==> src/rtl/alu_req_arbiter.sv <==
// ---------------------------------------------------------------------------
// alu_req_arbiter
//   Shares a single ALU_TOP between two requesters. Round-robin arbitration,
//   one operation in flight, valid/ready handshakes on both request ports and
//   on the single response channel.
//
//   Flow: IDLE (grant) -> ISSUE (ALU registers operands) -> CAPTURE (sample the
//   unit selected by ALU_FUNC[3:2]) -> RESP (hold until RSP_READY) -> IDLE.
//
// Ports
//   CLK, RST                 rising-edge clock, synchronous active-high reset
//   REQn_VALID / REQn_READY  request handshake; READY is combinational in IDLE
//   REQn_A / REQn_B          signed operands, sampled only on the grant edge
//   REQn_FUNC                ALU_FUNC for the request
//   ALU_A / ALU_B / ALU_FUNC registered command to ALU_TOP, held between ops
//   Arith_OUT .. CMP_Flag    ALU_TOP results and per-unit flags
//   RSP_VALID / RSP_READY    response handshake, payload held while stalled
//   RSP_ID                   index of the requester owning the response
//   RSP_DATA                 captured result (non-arith results zero-extended)
//   RSP_CARRY                captured Carry_OUT for arith, else 0
//   RSP_ERR                  selected unit flag was low at capture
// ---------------------------------------------------------------------------
module alu_req_arbiter #(
  parameter int unsigned IN_DATA_WIDTH   = 16,
  parameter int unsigned Arith_OUT_WIDTH = 2 * IN_DATA_WIDTH
) (
  input  logic                       CLK,
  input  logic                       RST,

  input  logic                       REQ0_VALID,
  output logic                       REQ0_READY,
  input  logic [IN_DATA_WIDTH-1:0]   REQ0_A,
  input  logic [IN_DATA_WIDTH-1:0]   REQ0_B,
  input  logic [3:0]                 REQ0_FUNC,

  input  logic                       REQ1_VALID,
  output logic                       REQ1_READY,
  input  logic [IN_DATA_WIDTH-1:0]   REQ1_A,
  input  logic [IN_DATA_WIDTH-1:0]   REQ1_B,
  input  logic [3:0]                 REQ1_FUNC,

  output logic [IN_DATA_WIDTH-1:0]   ALU_A,
  output logic [IN_DATA_WIDTH-1:0]   ALU_B,
  output logic [3:0]                 ALU_FUNC,

  input  logic [Arith_OUT_WIDTH-1:0] Arith_OUT,
  input  logic                       Carry_OUT,
  input  logic [IN_DATA_WIDTH-1:0]   Logic_OUT,
  input  logic [IN_DATA_WIDTH-1:0]   SHIFT_OUT,
  input  logic [2:0]                 CMP_OUT,
  input  logic                       Arith_Flag,
  input  logic                       Logic_Flag,
  input  logic                       SHIFT_Flag,
  input  logic                       CMP_Flag,

  output logic                       RSP_VALID,
  input  logic                       RSP_READY,
  output logic                       RSP_ID,
  output logic [Arith_OUT_WIDTH-1:0] RSP_DATA,
  output logic                       RSP_CARRY,
  output logic                       RSP_ERR
);

  typedef enum logic [1:0] {
    ST_IDLE    = 2'd0,
    ST_ISSUE   = 2'd1,
    ST_CAPTURE = 2'd2,
    ST_RESP    = 2'd3
  } state_t;

  localparam logic [1:0] UNIT_ARITH = 2'b00;
  localparam logic [1:0] UNIT_LOGIC = 2'b01;
  localparam logic [1:0] UNIT_CMP   = 2'b10;
  localparam logic [1:0] UNIT_SHIFT = 2'b11;

  state_t state;
  state_t state_nxt;

  logic   last_gnt;   // requester granted most recently; 1 after reset so 0 wins first contention
  logic   cmd_id;     // owner of the operation in flight
  logic   gnt_valid;
  logic   gnt_id;

  logic [Arith_OUT_WIDTH-1:0] cap_data;
  logic                       cap_carry;
  logic                       cap_flag;

  // State register
  always_ff @(posedge CLK) begin
    if (RST) begin
      state <= ST_IDLE;
    end else begin
      state <= state_nxt;
    end
  end

  // Next-state logic
  always_comb begin
    state_nxt = state;
    case (state)
      ST_IDLE:    if (gnt_valid) state_nxt = ST_ISSUE;
      ST_ISSUE:   state_nxt = ST_CAPTURE;
      ST_CAPTURE: state_nxt = ST_RESP;
      ST_RESP:    if (RSP_READY) state_nxt = ST_IDLE;
      default:    state_nxt = ST_IDLE;
    endcase
  end

  // Grant decode: only in IDLE and never while reset is asserted
  always_comb begin
    gnt_valid  = 1'b0;
    gnt_id     = 1'b0;
    REQ0_READY = 1'b0;
    REQ1_READY = 1'b0;
    if ((state == ST_IDLE) && !RST) begin
      if (REQ0_VALID && REQ1_VALID) begin
        gnt_valid = 1'b1;
        gnt_id    = ~last_gnt;
      end else if (REQ0_VALID) begin
        gnt_valid = 1'b1;
        gnt_id    = 1'b0;
      end else if (REQ1_VALID) begin
        gnt_valid = 1'b1;
        gnt_id    = 1'b1;
      end
      REQ0_READY = gnt_valid && !gnt_id;
      REQ1_READY = gnt_valid &&  gnt_id;
    end
  end

  // Result select by the function-unit field of the latched command
  always_comb begin
    cap_data  = '0;
    cap_carry = 1'b0;
    cap_flag  = 1'b0;
    case (ALU_FUNC[3:2])
      UNIT_ARITH: begin
        cap_data  = Arith_OUT;
        cap_carry = Carry_OUT;
        cap_flag  = Arith_Flag;
      end
      UNIT_LOGIC: begin
        cap_data = Arith_OUT_WIDTH'(Logic_OUT);
        cap_flag = Logic_Flag;
      end
      UNIT_CMP: begin
        cap_data = Arith_OUT_WIDTH'(CMP_OUT);
        cap_flag = CMP_Flag;
      end
      UNIT_SHIFT: begin
        cap_data = Arith_OUT_WIDTH'(SHIFT_OUT);
        cap_flag = SHIFT_Flag;
      end
      default: begin
        cap_data  = '0;
        cap_carry = 1'b0;
        cap_flag  = 1'b0;
      end
    endcase
  end

  // Command latch toward the ALU; values persist until the next grant
  always_ff @(posedge CLK) begin
    if (RST) begin
      last_gnt <= 1'b1;
      cmd_id   <= 1'b0;
      ALU_A    <= '0;
      ALU_B    <= '0;
      ALU_FUNC <= '0;
    end else if (gnt_valid) begin
      last_gnt <= gnt_id;
      cmd_id   <= gnt_id;
      ALU_A    <= gnt_id ? REQ1_A    : REQ0_A;
      ALU_B    <= gnt_id ? REQ1_B    : REQ0_B;
      ALU_FUNC <= gnt_id ? REQ1_FUNC : REQ0_FUNC;
    end
  end

  // Response registers: loaded on the CAPTURE edge, held while RSP_READY is low
  always_ff @(posedge CLK) begin
    if (RST) begin
      RSP_VALID <= 1'b0;
      RSP_ID    <= 1'b0;
      RSP_DATA  <= '0;
      RSP_CARRY <= 1'b0;
      RSP_ERR   <= 1'b0;
    end else if (state == ST_CAPTURE) begin
      RSP_VALID <= 1'b1;
      RSP_ID    <= cmd_id;
      RSP_DATA  <= cap_data;
      RSP_CARRY <= cap_carry;
      RSP_ERR   <= ~cap_flag;
    end else if ((state == ST_RESP) && RSP_READY) begin
      RSP_VALID <= 1'b0;
    end
  end

endmodule
==> config.mk <==
export PLATFORM = sky130hd
export DESIGN_NAME = alu_req_arbiter
export DESIGN_NICKNAME = d
export VERILOG_FILES = /design/src/rtl/alu_req_arbiter.sv
export SDC_FILE = /design/constraint.sdc
export NUM_CORES = 1
export LEC_CHECK = 0
export BUFFER_PORTS_ARGS = -buffer_cell sky130_fd_sc_hd__buf_2
export CORE_MARGIN = 3
export CORE_UTILIZATION = 44
export DETAILED_ROUTE_END_ITERATION = 6
export PLACE_DENSITY = 0.81
export SLEW_MARGIN = 10
export SYNTH_ARGS = -nofsm -noshare
export SYNTH_HDL_FRONTEND = slang
export SYNTH_SLANG_ARGS = --single-unit
==> constraint.sdc <==
create_clock -name CLK -period 2.3 [get_ports CLK]
set_clock_uncertainty 0.2 [all_clocks]
set_input_delay 0.46 -clock CLK [delete_from_list [all_inputs] [get_ports CLK]]
set_output_delay 0.46 -clock CLK [all_outputs]
set_load 0.03 [all_outputs]
==> flow_summary.ini <==
[run_status]
status = completed

[synth]
yosysSeqAreaShare_pct = 40.83
yosysWarnings = 0
synth_area_sq_um = 3726
syn_avg_cell_area_sq_um = 8.665
synth.net_count = 583
synth_cell_types = 32
synthArstFlopShare_pct = 0
syn_inst = 430
synth_edf_count = 0
ys_ff_latch = 76
synth_flop_cell = dfxtp_1

[cts]
clock_latency_ps = 340
clk_path_buf_depth = 2
root_buffer = clkbuf_8
cts_sinks = 76
h-tree-depth = 3
cts_buffers = 9
postCtsSetupBuffers = 0
cts_tree = yes
clk_pin_slew_ps = 90
hold_buffers = 0

[floorplan]
fp.coreArea_sq_um = 7968
die_w_um = 98.03
die_area_sq_um = 9609
die_height_um = 98.03
num_rows = 32
start_util_pct = 46.77
ios = 223

[finish]
post_route_cells_drive_above_1_share_pct = 43.57
final_cell_mix = buf_2, dfxtp_1, a21oi_1, nor2_1, inv_1
layout_commonest_cell = buf_2
antenna_cells = 0
syn_to_final_growth_pct = 36.53
fillers = 707
instances_no_fill = 740
nets = 786

[global_route]
grt_pass1_vias = 4011
grt_max_degree = 52
grt_pass1_wl_um = 19750
antenna_found_initial = 0
grt_overflow = 0
grt_use_total_pct = 24.90

[timing]
rsz0062_at_grt = false
timing.final.crit_period_ps = 2153
worst_pin_slew_ps = 1028
setup_viol_count_final = 0
slew_headroom_pct = 31.19
fmax_mhz = 464.5
slew_violations = 0
tns_ps = 0
finalHoldViolations = 0
fin_crit_sh_pct = 93.60

[placement]
hpwlAfterDp_um = 9340
dp.cells = 724
io_buffer_count = 222
gp_congestion = 0.8650

[power_and_ir_drop]
peakVddDrop_mv = 0.4921
cellPowerDensity_nw_per_um2 = 1116
p_leak_nw = 2.437

[worst_setup_path]
path_class = flip-flop to output pin
reg2reg_setup_slack_ps = 270
crit_required_ps = 1640
end_kind = output pin
crit_arrival_ps = 1490
worstPathMaxFanout = 5
crit_path_start_kind = flip-flop

[route]
first_iter_violations = 155
drt-pass1-iter-count = 5
drtAntennaViolNets = 0
vias = 4075
viasPerCell = 5.507
drc = 0
avgRoutedWirePerCell_um = 16.86
totalWireLength_um = 12480

[hold_path]
hold_class = primary input to flip-flop

[run]
cap_violations = 0
-- cell families after synthesis --
family,Yosys count,synth area share [%]
flip-flops,76,40.83
multiplexers,23,7.959
AND/OR/NAND/NOR,108,13.53
adder cells (fa/ha/maj),4,1.343
buffers and inverters,79,9.570
AO/OA/AOI/OAI,140,26.76
-- metal layers --
metal / track usage [%] / vias up / part of all wire [%]
met5: 0 / - / 0
met4: 8.626 / 0 / 1.8
met3: 6.143 / 21 / 9.8
met2: 42.62 / 230 / 49
met1: 30.48 / 1876 / 39
li1: - / 1948 / -
-- final timing paths --
check / from / to / cells past startpoint
worst max-delay path: state[0]$_SDFFE_PP0P_ / REQ1_READY / 5
worst min-delay path: Arith_OUT[21] / RSP_DATA[21]$_SDFFE_PP0P_ / 3
worst max register to register: state[0]$_SDFFE_PP0P_ / RSP_DATA[16]$_SDFFE_PP0P_ / 5
worst min register to register: ALU_B[2]$_SDFFE_PP0P_ / ALU_B[2]$_SDFFE_PP0P_ / 2
-- synth_stat cells (12+ instances only) --
cell type  instances  area [sq um]
nor2b_1           19         118.9
a21oi_1           51         255.2
dfxtp_1           76          1521
mux2_2            13         146.4
a22oi_1           33         247.7
a311oi_1          12         105.1
buf_2             21         105.1
inv_1             34         127.6
o32ai_1           32         280.3
clkbuf_1          16         60.06
nor2_1            39         146.4
nand2_1           28         105.1
-- worst max-delay path: stages, from the launching register on --
cell and delay [ps]:
dfxtp_2 330, inv_1 100, ha_1 180, nor2b_4 180
and2_2 210, buf_4 170
-- where the power goes --
part	total (mW)	switching [mW]	leakage, nW	internal [mW]
Clock	1.15	0.528	0.110	0.617
Combinational	2.64	1.72	1.70	0.922
Sequential	1.89	0.214	0.623	1.67
Total	5.68	2.46	2.44	3.21
-- state kept, by name, indices dropped and copies added (netlist names) --
signal / count
RSP_DATA: 32
ALU_A: 16
ALU_B: 16
ALU_FUNC: 4
state: 2
RSP_CARRY: 1
RSP_ERR: 1
RSP_ID: 1
RSP_VALID: 1
cmd_id: 1
last_gnt: 1
-- cell type report --
class / instances / area [sq um] / area share, %
multi-input cells: 275 / 1859 / 36.55
flip-flops and latches: 76 / 1524 / 29.96
well taps: 102 / 127.6 / 2.509
inverters: 34 / 127.6 / 2.509
repair buffers: 237 / 1226 / 24.10
clock inverters: 7 / 98.84 / 1.943
clock buffers: 9 / 123.9 / 2.435
-- stage by stage --
step	setup WS [ps]	cell area, sq um	hold WS, ps	power [mW]	utilization [%]
2_1_floorplan	220.0	3726	253.5	3.763	-
3_3_place_gp	352.4	4853	240.1	4.460	60.91
3_5_place_dp	260.7	4853	245.4	4.538	60.91
4_1_cts	19.25	5079	119.1	5.696	63.74
5_1_grt	51.54	5087	130.1	6.017	63.85
6_report	147.3	5087	139.8	5.676	63.85
-- timing repair --
item / CTS / global route
setup endpoints to repair: 1 / 1
gates resized for setup: 2 / 4
cloned: 0 / 0
endpoints found under the hold margin: 0 / 0
(Power assumes the default switching activity.)
